**src/rtl/keypad_scan_ctrl.sv**
```systemverilog
// keypad_scan_ctrl: 4x4 matrix keypad scanner for the pill dispenser.
// Drives a one-hot column scan and samples the synchronized rows once per column.
// Each full scan is classified as none, single or multi.
// Single presses and releases are debounced over whole scans.
// Each accepted key is handed off through a valid/ack handshake.
module keypad_scan_ctrl #(
   parameter int CLK_DIV        = 4096,
   parameter int DEBOUNCE_SCANS = 4
) (
   input  logic       clk,
   input  logic       rst_n,
   input  logic       enable,
   input  logic [3:0] filas,
   output logic [3:0] columnas,
   output logic [3:0] key_code,
   output logic       key_valid,
   input  logic       key_ack,
   output logic       key_held,
   output logic       overrun
);

   localparam int DW = (CLK_DIV > 1) ? $clog2(CLK_DIV) : 1;
   localparam int CW = $clog2(DEBOUNCE_SCANS + 1);
   localparam logic [DW-1:0] DIV_LAST = DW'(CLK_DIV - 1);
   localparam logic [CW-1:0] DEB_N    = CW'(DEBOUNCE_SCANS);

   typedef enum logic [1:0] {ST_SCAN, ST_DEBOUNCE, ST_HELD} state_e;

   logic [3:0]    filas_s1_q, filas_s1_d, filas_s2_q, filas_s2_d;
   logic          run_q, run_d;
   logic [DW-1:0] div_q, div_d;
   logic [1:0]    col_q, col_d;
   logic [1:0]    acc_n_q, acc_n_d;      // hits so far this scan, saturates at 2
   logic [3:0]    acc_code_q, acc_code_d;
   state_e        state_q, state_d;
   logic [3:0]    cand_q, cand_d;
   logic [CW-1:0] cnt_q, cnt_d, rel_q, rel_d;
   logic [3:0]    key_code_q, key_code_d;
   logic          key_valid_q, key_valid_d;
   logic          overrun_q, overrun_d;

   logic          tick, scan_end, accept;
   logic [2:0]    row_cnt, hit_sum;
   logic [1:0]    row_idx, scan_n;
   logic [3:0]    scan_code, accept_code;

   // Scan is gated until one edge after enable, so column 0 gets a full dwell
   assign tick     = run_q & enable & (div_q == DIV_LAST);
   assign scan_end = tick & (col_q == 2'd3);

   // Classify the current column's rows and fold them into the scan result
   always_comb begin
      row_cnt = {2'b00, filas_s2_q[0]} + {2'b00, filas_s2_q[1]} +
                {2'b00, filas_s2_q[2]} + {2'b00, filas_s2_q[3]};
      row_idx = 2'd0;
      for (int r = 3; r >= 0; r--)
         if (filas_s2_q[r]) row_idx = 2'(r);
      hit_sum   = {1'b0, acc_n_q} + row_cnt;
      scan_n    = (hit_sum >= 3'd2) ? 2'd2 : hit_sum[1:0];
      scan_code = (acc_n_q == 2'd0 && row_cnt == 3'd1) ? {row_idx, col_q} : acc_code_q;
   end

   // Divider, column index, synchronizer and per-scan accumulator next values
   always_comb begin
      filas_s1_d = filas;
      filas_s2_d = filas_s1_q;
      run_d      = enable;
      div_d      = div_q;
      col_d      = col_q;
      acc_n_d    = acc_n_q;
      acc_code_d = acc_code_q;
      if (!enable) begin
         div_d      = '0;
         col_d      = 2'd0;
         acc_n_d    = 2'd0;
         acc_code_d = 4'd0;
      end else if (run_q) begin
         if (tick) begin
            div_d      = '0;
            col_d      = col_q + 2'd1;
            acc_n_d    = scan_end ? 2'd0 : scan_n;
            acc_code_d = scan_end ? 4'd0 : scan_code;
         end else begin
            div_d = div_q + DW'(1);
         end
      end
   end

   // Scan datapath registers
   always_ff @(posedge clk or negedge rst_n) begin
      if (!rst_n) begin
         filas_s1_q <= 4'd0;
         filas_s2_q <= 4'd0;
         run_q      <= 1'b0;
         div_q      <= '0;
         col_q      <= 2'd0;
         acc_n_q    <= 2'd0;
         acc_code_q <= 4'd0;
      end else begin
         filas_s1_q <= filas_s1_d;
         filas_s2_q <= filas_s2_d;
         run_q      <= run_d;
         div_q      <= div_d;
         col_q      <= col_d;
         acc_n_q    <= acc_n_d;
         acc_code_q <= acc_code_d;
      end
   end

   // FSM state register with debounce counters
   always_ff @(posedge clk or negedge rst_n) begin
      if (!rst_n) begin
         state_q <= ST_SCAN;
         cand_q  <= 4'd0;
         cnt_q   <= '0;
         rel_q   <= '0;
      end else begin
         state_q <= state_d;
         cand_q  <= cand_d;
         cnt_q   <= cnt_d;
         rel_q   <= rel_d;
      end
   end

   // FSM next state, evaluated only on the tick that closes a full scan
   always_comb begin
      state_d     = state_q;
      cand_d      = cand_q;
      cnt_d       = cnt_q;
      rel_d       = rel_q;
      accept      = 1'b0;
      accept_code = cand_q;
      if (!enable) begin
         state_d = ST_SCAN;
         cnt_d   = '0;
         rel_d   = '0;
      end else if (scan_end) begin
         case (state_q)
            ST_SCAN: begin
               if (scan_n == 2'd1) begin
                  cand_d      = scan_code;
                  cnt_d       = CW'(1);
                  accept_code = scan_code;
                  if (DEBOUNCE_SCANS == 1) begin
                     accept  = 1'b1;
                     state_d = ST_HELD;
                     rel_d   = '0;
                  end else begin
                     state_d = ST_DEBOUNCE;
                  end
               end
            end
            ST_DEBOUNCE: begin
               if (scan_n == 2'd1 && scan_code == cand_q) begin
                  cnt_d = cnt_q + CW'(1);
                  if (cnt_q + CW'(1) == DEB_N) begin
                     accept  = 1'b1;
                     state_d = ST_HELD;
                     rel_d   = '0;
                  end
               end else begin
                  state_d = ST_SCAN;
                  cnt_d   = '0;
               end
            end
            ST_HELD: begin
               if (scan_n == 2'd0) begin
                  if (rel_q + CW'(1) == DEB_N) begin
                     state_d = ST_SCAN;
                     rel_d   = '0;
                  end else begin
                     rel_d = rel_q + CW'(1);
                  end
               end else begin
                  rel_d = '0;
               end
            end
            default: state_d = ST_SCAN;
         endcase
      end
   end

   // Handshake outputs: an accept beats a same-cycle ack, otherwise it overruns
   always_comb begin
      key_code_d  = key_code_q;
      key_valid_d = key_valid_q;
      overrun_d   = 1'b0;
      if (accept) begin
         if (!key_valid_q || key_ack) begin
            key_code_d  = accept_code;
            key_valid_d = 1'b1;
         end else begin
            overrun_d = 1'b1;
         end
      end else if (key_ack) begin
         key_valid_d = 1'b0;
      end
   end

   // Handshake output registers
   always_ff @(posedge clk or negedge rst_n) begin
      if (!rst_n) begin
         key_code_q  <= 4'd0;
         key_valid_q <= 1'b0;
         overrun_q   <= 1'b0;
      end else begin
         key_code_q  <= key_code_d;
         key_valid_q <= key_valid_d;
         overrun_q   <= overrun_d;
      end
   end

   assign columnas  = (run_q && enable) ? (4'b0001 << col_q) : 4'b0000;
   assign key_code  = key_code_q;
   assign key_valid = key_valid_q;
   assign key_held  = (state_q == ST_HELD);
   assign overrun   = overrun_q;

endmodule

```
**config.mk**
```make
export PLATFORM = sky130hd
export DESIGN_NAME = keypad_scan_ctrl
export DESIGN_NICKNAME = d
export VERILOG_FILES = /design/src/rtl/keypad_scan_ctrl.sv
export SDC_FILE = /design/constraint.sdc
export NUM_CORES = 1
export LEC_CHECK = 0
export ABC_CLOCK_PERIOD_IN_PS = 3600
export CAP_MARGIN = 30
export CORE_UTILIZATION = 52
export CTS_CLUSTER_DIAMETER = 150
export DETAILED_ROUTE_END_ITERATION = 8
export GPL_ROUTABILITY_DRIVEN = 0
export PLACE_DENSITY = 0.75
export SKIP_LAST_GASP = 1
export SLEW_MARGIN = 20
export SYNTH_ARGS = -nofsm -noshare
export SYNTH_HDL_FRONTEND = slang
export SYNTH_SLANG_ARGS = --single-unit
```
**constraint.sdc**
```tcl
create_clock -name clk -period 3.6 [get_ports clk]
set_input_delay 0.54 -clock clk [delete_from_list [all_inputs] [get_ports clk]]
set_output_delay 0.54 -clock clk [all_outputs]
set_load 0.03 [all_outputs]
```
# Word-level counts from Yosys, hierarchy flattened

Cells that the tools add are included.

Add/sub/neg operators: 8
Magnitude comparators: 1
Equality and inequality tests: 21
Shift-type cells: 1
Multiplexer cells: 55
Bitwise operators: 3
Reduce and logical (&&, ||, !) cells: 15

Operator list:

| operator                                                              | count |
|---|---|
| 4-bit two-way mux                                                     | 10 |
| 2-bit two-way mux                                                     | 19 |
| 12-bit two-way mux                                                    | 3 |
| 3-bit two-way mux                                                     | 10 |
| 12-bit by 1-bit adder with 12-bit output, second input constant       | 1 |
| 12-bit equality test, second input constant                           | 1 |
| 3-bit case mux with 2 select lines                                    | 2 |
| 1-bit two-way mux                                                     | 10 |
| 3-bit != test, second input constant                                  | 3 |
| 2-bit by 1-bit != test with 1-bit output, second input constant       | 4 |
| 3-bit by 1-bit adder with 3-bit output, second input constant         | 2 |
| 3-bit equality test, second input constant                            | 2 |
| 2-bit zero test                                                       | 3 |
| 3-bit by 1-bit != test with 1-bit output, second input constant       | 2 |
| 3-bit by 2-bit != test with 1-bit output, second input constant       | 2 |
| 2-bit case mux with 3 select lines                                    | 1 |
| 2-bit AND reduction                                                   | 3 |
| 5-bit AND reduction                                                   | 1 |
| 2-bit by 1-bit equality test with 1-bit output, second input constant | 2 |
| 2-bit equality test, second input constant                            | 2 |
| 4-bit equality test                                                   | 1 |
| 4-bit != test, second input constant                                  | 1 |
| 4-bit AND reduction                                                   | 1 |
| 1-bit by 2-bit << shifter with 4-bit output, first input constant     | 1 |
| 13 further kinds                                                      | 17 |

Bits in registers: 47
Input port bits: 8
Output and inout bits: 11

# Longest topological paths before layout

Gate-level depths: netlist of the first run.

Word-level depth: 14
Mapped depth: 10
Gate-level depth less buffers: 10

# Least setup slack after synthesis of the first run

No wires, ideal clock.

Kind: reg-to-reg
Start point: register filas_s2_q[0]
End point: register key_code_q[0] (netlist: key_code[0])
Library setup time: 125 ps
Arrival time: 3549 ps
Required time: 3475 ps
Setup slack: -73 ps
Stages on the path, launching flop included: 10
Path buffers: 0
Clock period less this slack: 3673 ps
Cell sequence: dfrtp_1 > fa_1 > ha_1 > ha_1 > or4b_4 > a2111oi_4 > o21ai_1 > a221o_2 > nor4_4 > mux2_2

Word-level cells in the longest chain between the ends: 13

RTL lines:

| element                                                                                                  | line     | RTL |
|---|---|---|
| start, declared                                                                                          | 29       | `logic [3:0] filas_s1_q, filas_s1_d, filas_s2_q, filas_s2_d;` |
| start signal, assigned                                                                                   | 101      | `filas_s2_q <= filas_s2_d;` |
| 1-bit by 1-bit adder with 2-bit output                                                                   | 53       | `row_cnt = {2'b00, filas_s2_q[0]} + {2'b00, filas_s2_q[1]} +` |
| 2-bit by 1-bit adder with 3-bit output                                                                   | 53       |  |
| 3-bit by 1-bit adder with 3-bit output                                                                   | 54       | `{2'b00, filas_s2_q[2]} + {2'b00, filas_s2_q[3]};` |
| 2-bit by 3-bit adder with 3-bit output or 3-bit by 1-bit equality test with 1-bit output (tied branches) | 58, 60   |  |
| 3-bit by 2-bit greater-or-equal comparator with 1-bit output or 1-bit logical AND (tied branches)        | 59, 60   |  |
| 2-bit two-way mux or 4-bit two-way mux (tied branches)                                                   | 59, 60   |  |
| 2-bit by 1-bit equality test with 1-bit output or 4-bit equality test (tied branches)                    | 140, 154 |  |
| 1-bit logical AND                                                                                        | 154      | `if (scan_n == 2'd1 && scan_code == cand_q) begin` |
| 1-bit two-way mux                                                                                        | 154      |  |
| 1-bit two-way mux                                                                                        | 138      | `case (state_q)` |
| 1-bit two-way mux                                                                                        | 137      | `end else if (scan_end) begin` |
| 1-bit two-way mux                                                                                        | 133      | `if (!enable) begin` |
| 2-bit AND reduction (no source line)                                                                     | -        |  |
| end signal, assigned                                                                                     | 207      | `key_code_q <= key_code_d;` |
| end, declared                                                                                            | 38       | `logic [3:0] key_code_q, key_code_d;` |

Parallel ways exist; a longest one is shown, timed or not.
A chain may end at the register's enable or synchronous reset.

# Worst setup path in the final report of the first run

Start point: register filas_s2_q[0]
End point: register key_code_q[3] (netlist: key_code[3])

Same word-level chain as after synthesis.

==> results_dict.tcl, run 1 <==
set metrics [dict create \
    fin_tns_setup_ps 0 \
    ys_warn_count 0 \
    cap_violations 0 \
    hold_violations 0 \
    top_layer "met4" \
    syn_inst 254 \
    drv_slew 0 \
    fp.dieW_um 72.3 \
    fin_skew_ps 9.71 \
    fin_crit_ps 3400 \
    htree_levels 2 \
    fin_area_sq_um 3080 \
    worst-path-buf-inv 0 \
    fin_crit_sh_pct 94.5 \
    portBuffers 18 \
    cts_buffers 5 \
    critPathTopFamily "adder cells" \
    clk_pin_slew_worst_paths_ps 90 \
    power_density_nw_per_um2 364 \
    start_kind "flop" \
    yosys.cell_types.count 51 \
    cts_tree "done" \
    wirelength_met1_um 2490 \
    wl_per_cell_um 14.8 \
    rsz0062_at_grt "false" \
    crit_path_max_incr_delay_ps 540 \
    dieArea_sq_um 5230 \
    r2r-start "filas_s2_q[0]" \
    num_rows 25 \
    layout-drive-gt1-share_pct 12.2 \
    syn2layout_area_growth_pct 19.7 \
    crit_fanout 4 \
    hold_path.class "input pin to asynchronous set/reset pin" \
    holdWs_ps 157 \
    r2r-end "key_code[3]" \
    max_freq_ghz 0.294 \
    post_cts_buffers 0 \
    synthArstFlopShare_pct 100 \
    finalWorstSetupSlack_ps 196 \
    holdBufCountCts 0 \
    r2r_setup_slack_ps 200 \
    power_leakage_nw 1.37 \
    fp.coreArea_sq_um 4750 \
    peakVddDrop_uv 270 \
    path_cells "fa_1 -> ha_1 -> ha_4 -> or4b_4 -> a2111oi_4 -> o21ai_1 -> a221o_2 -> nor4_4 -> mux2_2" \
    hpwl_um 3890 \
    synth-seq-cells 47 \
    grt_pass1_vias 1908 \
    io_pins 19 \
    grt_max_degree 32 \
    gr-total-overflow 0 \
    drcViolationCount 0 \
    clockRootBuffer "clkbuf_8" \
    grt_util_all_layers_pct 22.3 \
    dpl_cell_area_sq_um 2920 \
    endpoint_kind "flop" \
    wl_met2_um 2470 \
    antennaDiodeCount 0 \
    drtPass1Iterations 4 \
    setup_violations 0 \
    syn-cell-area_sq_um 2570 \
    layout_commonest_cell "dfrtp_1" \
    ys_seq_area_share_pct 45.8 \
    slowest_stage "fa_1" \
    crit_arrival_ps 3590 \
    startpoint "filas_s2_q[0]" \
    worstSetupPathType "flop to flop" \
    vias 1974 \
    ys.flop_type "dfrtp_1" \
    relSlewSlack_pct 64.3 \
    synth_edf_count 0 \
    dp_slack_ps -0.539 \
    wl_met3_um 172 \
    vias_per_cell 5.58 \
    grt_pass1_wl_um 8820 \
    drtIter0Drc 154 \
    initial_utilization_pct 54.1 \
    required_ps 3790 \
    clock_latency_ps 300 \
    die_height_um 72.3 \
    layout_common_cells "dfrtp_1 (47), nor2_1 (25), nand2_1 (19)" \
    nets 308 \
    cts.sinks 47 \
    ant_nets 0 \
    antenna_found_initial 0 \
    run_status "finished clean" \
    ff2ff_path_depth 9 \
    wirelength_um 5230 \
    total_power_mw 1.12 \
    worst_pin_slew_ps 531 \
    synth_nets 276 \
    cts_buffer_depth 2 \
    avgSynthCellArea_sq_um 10.1 \
]
-- worst register-to-register path: cells and delay by family, from the launching register on --
kind            cells  cell delay [ps]
mux                 1              390
compound gates      3              780
fa+ha+maj           3              940
simple gates        2              780
flops               1              410
-- how the worst max path moves through the flow --
stage	endpoint	slack, ps	cells after the start
after floorplan	key_code[0]	70	9
after global placement	overrun	-10	10
after detailed placement	overrun	-0.5	10
after CTS	key_code[3]	50	9
after global routing	key_code[2]	60	9
final	key_code[3]	200	9
-- flip-flops by register name, indices dropped and copies added (netlist names) --
register    flops
div_q          12
acc_code_q      4
cand_q          4
filas_s1_q      4
filas_s2_q      4
key_code        4
cnt_q           3
rel_q           3
acc_n_q         2
col_q           2
state_q         2
key_valid       1
overrun         1
run_q           1
-- synth_stat cells (4+ instances only) --
library cell | instances | area, sq um
and2_1 | 4 | 25.0
a21oi_1 | 5 | 25.0
nand4_1 | 9 | 56.3
a21boi_0 | 5 | 37.5
nor2_1 | 25 | 93.8
mux2_2 | 4 | 45.0
xor2_1 | 10 | 87.6
and3_1 | 6 | 37.5
inv_1 | 8 | 30.0
nand3_1 | 18 | 90.1
nand2b_1 | 8 | 50.1
nand2_1 | 19 | 71.3
o31ai_1 | 10 | 75.1
o21ai_0 | 9 | 45.0
clkbuf_1 | 6 | 22.5
ha_1 | 12 | 150
nor2b_1 | 5 | 31.3
dfrtp_1 | 47 | 1180
-- repair_timing --
item	CTS	global route
gates resized for setup	3	0
setup endpoints to repair	4	4
pin swaps	3	1
-- routing by layer --
metal	vias to the layer above	GRT usage, %
met5	-	0
met3	7	3.47
li1	981	-
met2	32	34.9
met4	0	10.2
met1	954	30.8
-- layout make-up --
type	instances	area (sq um)
clock buffers	6	72.6
clock inverters	2	60.1
fillers	406	1680
inverters	8	30.0
multi-input cells	193	1370
flip-flops and latches	47	1180
well taps	67	83.8
repair buffers	31	285
-- power breakdown --
part,leakage (nW),switching (mW),internal [mW]
clock network,0.0654,0.175,0.277
registers,0.635,0.00617,0.534
logic,0.665,0.0700,0.0581
total,1.37,0.251,0.870
-- cell families (layout without fill, tap and decap cells) --
| family | count (synthesis) | after routing | synth area share, % |
|---|---|---|---|
| simple gates | 115 | 115 | 24.9 |
| flops | 47 | 47 | 45.8 |
| compound gates | 46 | 46 | 13.2 |
| fa+ha+maj | 14 | 14 | 7.40 |
| buf+inv | 14 | 47 | 2.04 |
| xor+xnor | 12 | 12 | 4.09 |
| mux | 6 | 6 | 2.53 |
-- metrics by stage --
step                      instances  util (%)
after floorplan                 254         -
after global placement          345      60.9
after detailed placement        346      61.3
after CTS                       354      64.7
after global routing            354      64.7
final                           354      64.7
Note: power is estimated with default switching activity, not from simulation.
==> inputs of run 2 (changes only) <==
--- a/config.mk
+++ b/config.mk
@@ -17,3 +17,4 @@
 export SYNTH_ARGS = -nofsm -noshare
 export SYNTH_HDL_FRONTEND = slang
 export SYNTH_SLANG_ARGS = --single-unit
+export TNS_END_PERCENT = 50
==> results of run 2 <==
Final layout, timing and power as in run 1 (identical DEF).
==> inputs of run 3 (changes only) <==
--- a/config.mk
+++ b/config.mk
@@ -5,13 +5,13 @@
 export SDC_FILE = /design/constraint.sdc
 export NUM_CORES = 1
 export LEC_CHECK = 0
-export ABC_CLOCK_PERIOD_IN_PS = 3600
+export ABC_CLOCK_PERIOD_IN_PS = 4420
 export CAP_MARGIN = 30
-export CORE_UTILIZATION = 52
+export CORE_UTILIZATION = 63
 export CTS_CLUSTER_DIAMETER = 150
 export DETAILED_ROUTE_END_ITERATION = 8
 export GPL_ROUTABILITY_DRIVEN = 0
-export PLACE_DENSITY = 0.75
+export PLACE_DENSITY = 0.85
 export SKIP_LAST_GASP = 1
 export SLEW_MARGIN = 20
 export SYNTH_ARGS = -nofsm -noshare
==> constraint.sdc (replaced) <==
create_clock -name clk -period 4.42 [get_ports clk]
set_input_delay 0.663 -clock clk [delete_from_list [all_inputs] [get_ports clk]]
set_output_delay 0.663 -clock clk [all_outputs]
set_load 0.03 [all_outputs]
==> run 3 against run 2 <==
Core utilization rose by 13 points. Final cell count is 8.2% lower. Register-to-register slack better by 190 ps. Critical path depth did not move. Wire length fell by 2.6%. First-iteration DRC count is 14% lower. Die area down 17%.
==> results_dict.tcl, run 3 (synthesized netlist as in run 1, its figures left out) <==
set metrics [dict create \
    worstSetupPathType "flop to flop" \
    layout_common_cells "dfrtp_1 (47), nor2_1 (25), nand2_1 (19)" \
    worst-path-buf-inv 0 \
    fp.dieW_um 65.9 \
    dieArea_sq_um 4340 \
    max_freq_ghz 0.248 \
    start_kind "flop" \
    hpwl_um 3750 \
    io_pins 19 \
    combPwrFrac_pct 10.4 \
    gr-total-overflow 0 \
    peakVddDrop_uv 173 \
    drtPass1Iterations 4 \
    rsz0062_at_grt "false" \
    endpoint_kind "flop" \
    crit_arrival_ps 4220 \
    drv_slew 0 \
    cts_buffer_depth 2 \
    fill_cells 267 \
    grt_pass1_wl_um 8810 \
    portBuffers 18 \
    antenna_found_initial 0 \
    fin_crit_sh_pct 91.2 \
    antennaDiodeCount 0 \
    grt_pass1_vias 1923 \
    p_int_mw 0.653 \
    worst_pin_slew_ps 618 \
    fin_tns_setup_ps 0 \
    initial_utilization_pct 67.7 \
    ant_nets 0 \
    relSlewSlack_pct 58.7 \
    post_cts_buffers 0 \
    required_ps 4610 \
    slowest_stage "fa_1" \
    num_rows 22 \
    regMostFlops "div_q" \
    wirelength_um 5090 \
    fin_skew_ps 7.33 \
    clock_power_share_pct 37.8 \
    vias 1984 \
    critPathTopFamily "simple AND/OR/NAND/NOR gates" \
    clock_latency_ps 300 \
    hold_violations 0 \
    total_power_mw 0.851 \
    power_density_nw_per_um2 290 \
    grt_util_all_layers_pct 27.0 \
    hold_path.class "input pin to asynchronous set/reset pin" \
    drtIter0Drc 133 \
    die_height_um 65.9 \
    setup_violations 0 \
    vias_per_cell 6.10 \
    drcViolationCount 0 \
    dp_slack_ps 413 \
    clk_pin_slew_worst_paths_ps 80 \
    power.switching_mw 0.197 \
    cap_violations 0 \
    finalWorstSetupSlack_ps 388 \
    crit_path_max_incr_delay_ps 500 \
    p_seq_share_pct 51.8 \
    holdBufCountCts 0 \
    fin_crit_ps 4030 \
    syn2layout_area_growth_pct 14.2 \
    p_sw_share_pct 23.2 \
    htree_levels 2 \
    holdWs_ps 275 \
    grt_max_degree 33 \
    cts_tree "done" \
    layout-drive-gt1-share_pct 8.66 \
    wl_per_cell_um 15.7 \
    crit_path_frequent_cell "ha_1" \
    power_leakage_nw 1.31 \
    layout_commonest_cell "dfrtp_1" \
    path_cells "fa_1 -> ha_1 -> ha_1 -> nor4b_2 -> a21boi_0 -> or3_2 -> a221o_2 -> nor4_4 -> mux2_2" \
    cts.sinks 47 \
    nets 298 \
    crit_fanout 8 \
    fp.coreArea_sq_um 3800 \
    clockRootBuffer "clkbuf_8" \
    run_status "finished clean" \
    largest_register_ffs 12 \
    cts-resized-gates 0 \
    cts_buffers 5 \
]
==> run 3: cell count changes in the layout (fill, tap and decap cells not counted) <==
| cell | previous run | this run |
|---|---|---|
| clkinv_2 | 0 | 1 |
| clkbuf_1 | 1 | 0 |
| ha_4 | 1 | 0 |
| buf_4 | 12 | 2 |
| clkbuf_8 | 5 | 6 |
| ha_1 | 11 | 12 |
| nor4b_4 | 1 | 0 |
| nor4bb_2 | 1 | 0 |
| nor4b_2 | 0 | 1 |
| bufinv_16 | 2 | 1 |
| nor4bb_1 | 0 | 1 |
==> run 3: cell type report <==
class	count	area (sq um)	area share, %
Sequential cell	47	1180	40.1
Clock inverter	2	35.0	1.19
Multi-Input combinational cell	193	1340	45.7
Timing Repair Buffer	21	210	7.16
Inverter	8	30.0	1.02
Clock buffer	6	82.6	2.81
Tap cell	48	60.1	2.05
==> run 3: worst register-to-register path, delay by kind of cell, from the launching register on <==
| family | cells | cell delay, ps |
|---|---|---|
| AND/OR/NAND/NOR | 3 | 1320 |
| adder cells (fa/ha/maj) | 3 | 1040 |
| flip-flops | 1 | 450 |
| multiplexers | 1 | 390 |
| AO/OA/AOI/OAI | 2 | 730 |
==> run 3: power by group through the flow <==
| stage | registers (mW) | logic (mW) | clock network, mW |
|---|---|---|---|
| floorplan | 0.447 | 0.0559 | 0 |
| global route | 0.442 | 0.0979 | 0.348 |
| CTS | 0.441 | 0.0876 | 0.328 |
| global placement | 0.449 | 0.0819 | 0 |
| finish | 0.441 | 0.0883 | 0.322 |
| detailed placement | 0.449 | 0.0875 | 0 |
==> run 3: worst paths after layout <==
check / slack [ps] / end / cells past startpoint / from
min: 280 / rel_q[0] / 1 / rst_n
min reg2reg: 350 / filas_s2_q[2] / 0 / filas_s1_q[2]
max in group asynchronous: 3660 / col_q[0] / 2 / rst_n
min in group clk: 350 / filas_s2_q[2] / 0 / filas_s1_q[2]
max reg2reg: 390 / key_code[1] / 9 / filas_s2_q[0]
max: 390 / key_code[1] / 9 / filas_s2_q[0]
==> run 3: per-layer routing <==
layer  up-vias  global-route usage (%)  share of wire, %  wire, um
li1        964                       -                 -         -
met1       977                    34.9                46      2330
met2        31                    43.6                49      2520
met3        12                    4.83               2.7       136
met4         0                    12.8               2.1       109
met5         -                       0                 0         0
==> run 3: per-stage QoR <==
| step | instances | utilization [%] | area, sq um |
|---|---|---|---|
| 4_1_cts | 325 | 77.3 | 2940 |
| 2_1_floorplan | 254 | - | 2570 |
| 6_report | 325 | 77.3 | 2940 |
| 3_3_place_gp | 316 | 73.6 | 2800 |
| 5_1_grt | 325 | 77.3 | 2940 |
| 3_5_place_dp | 317 | 74.2 | 2820 |
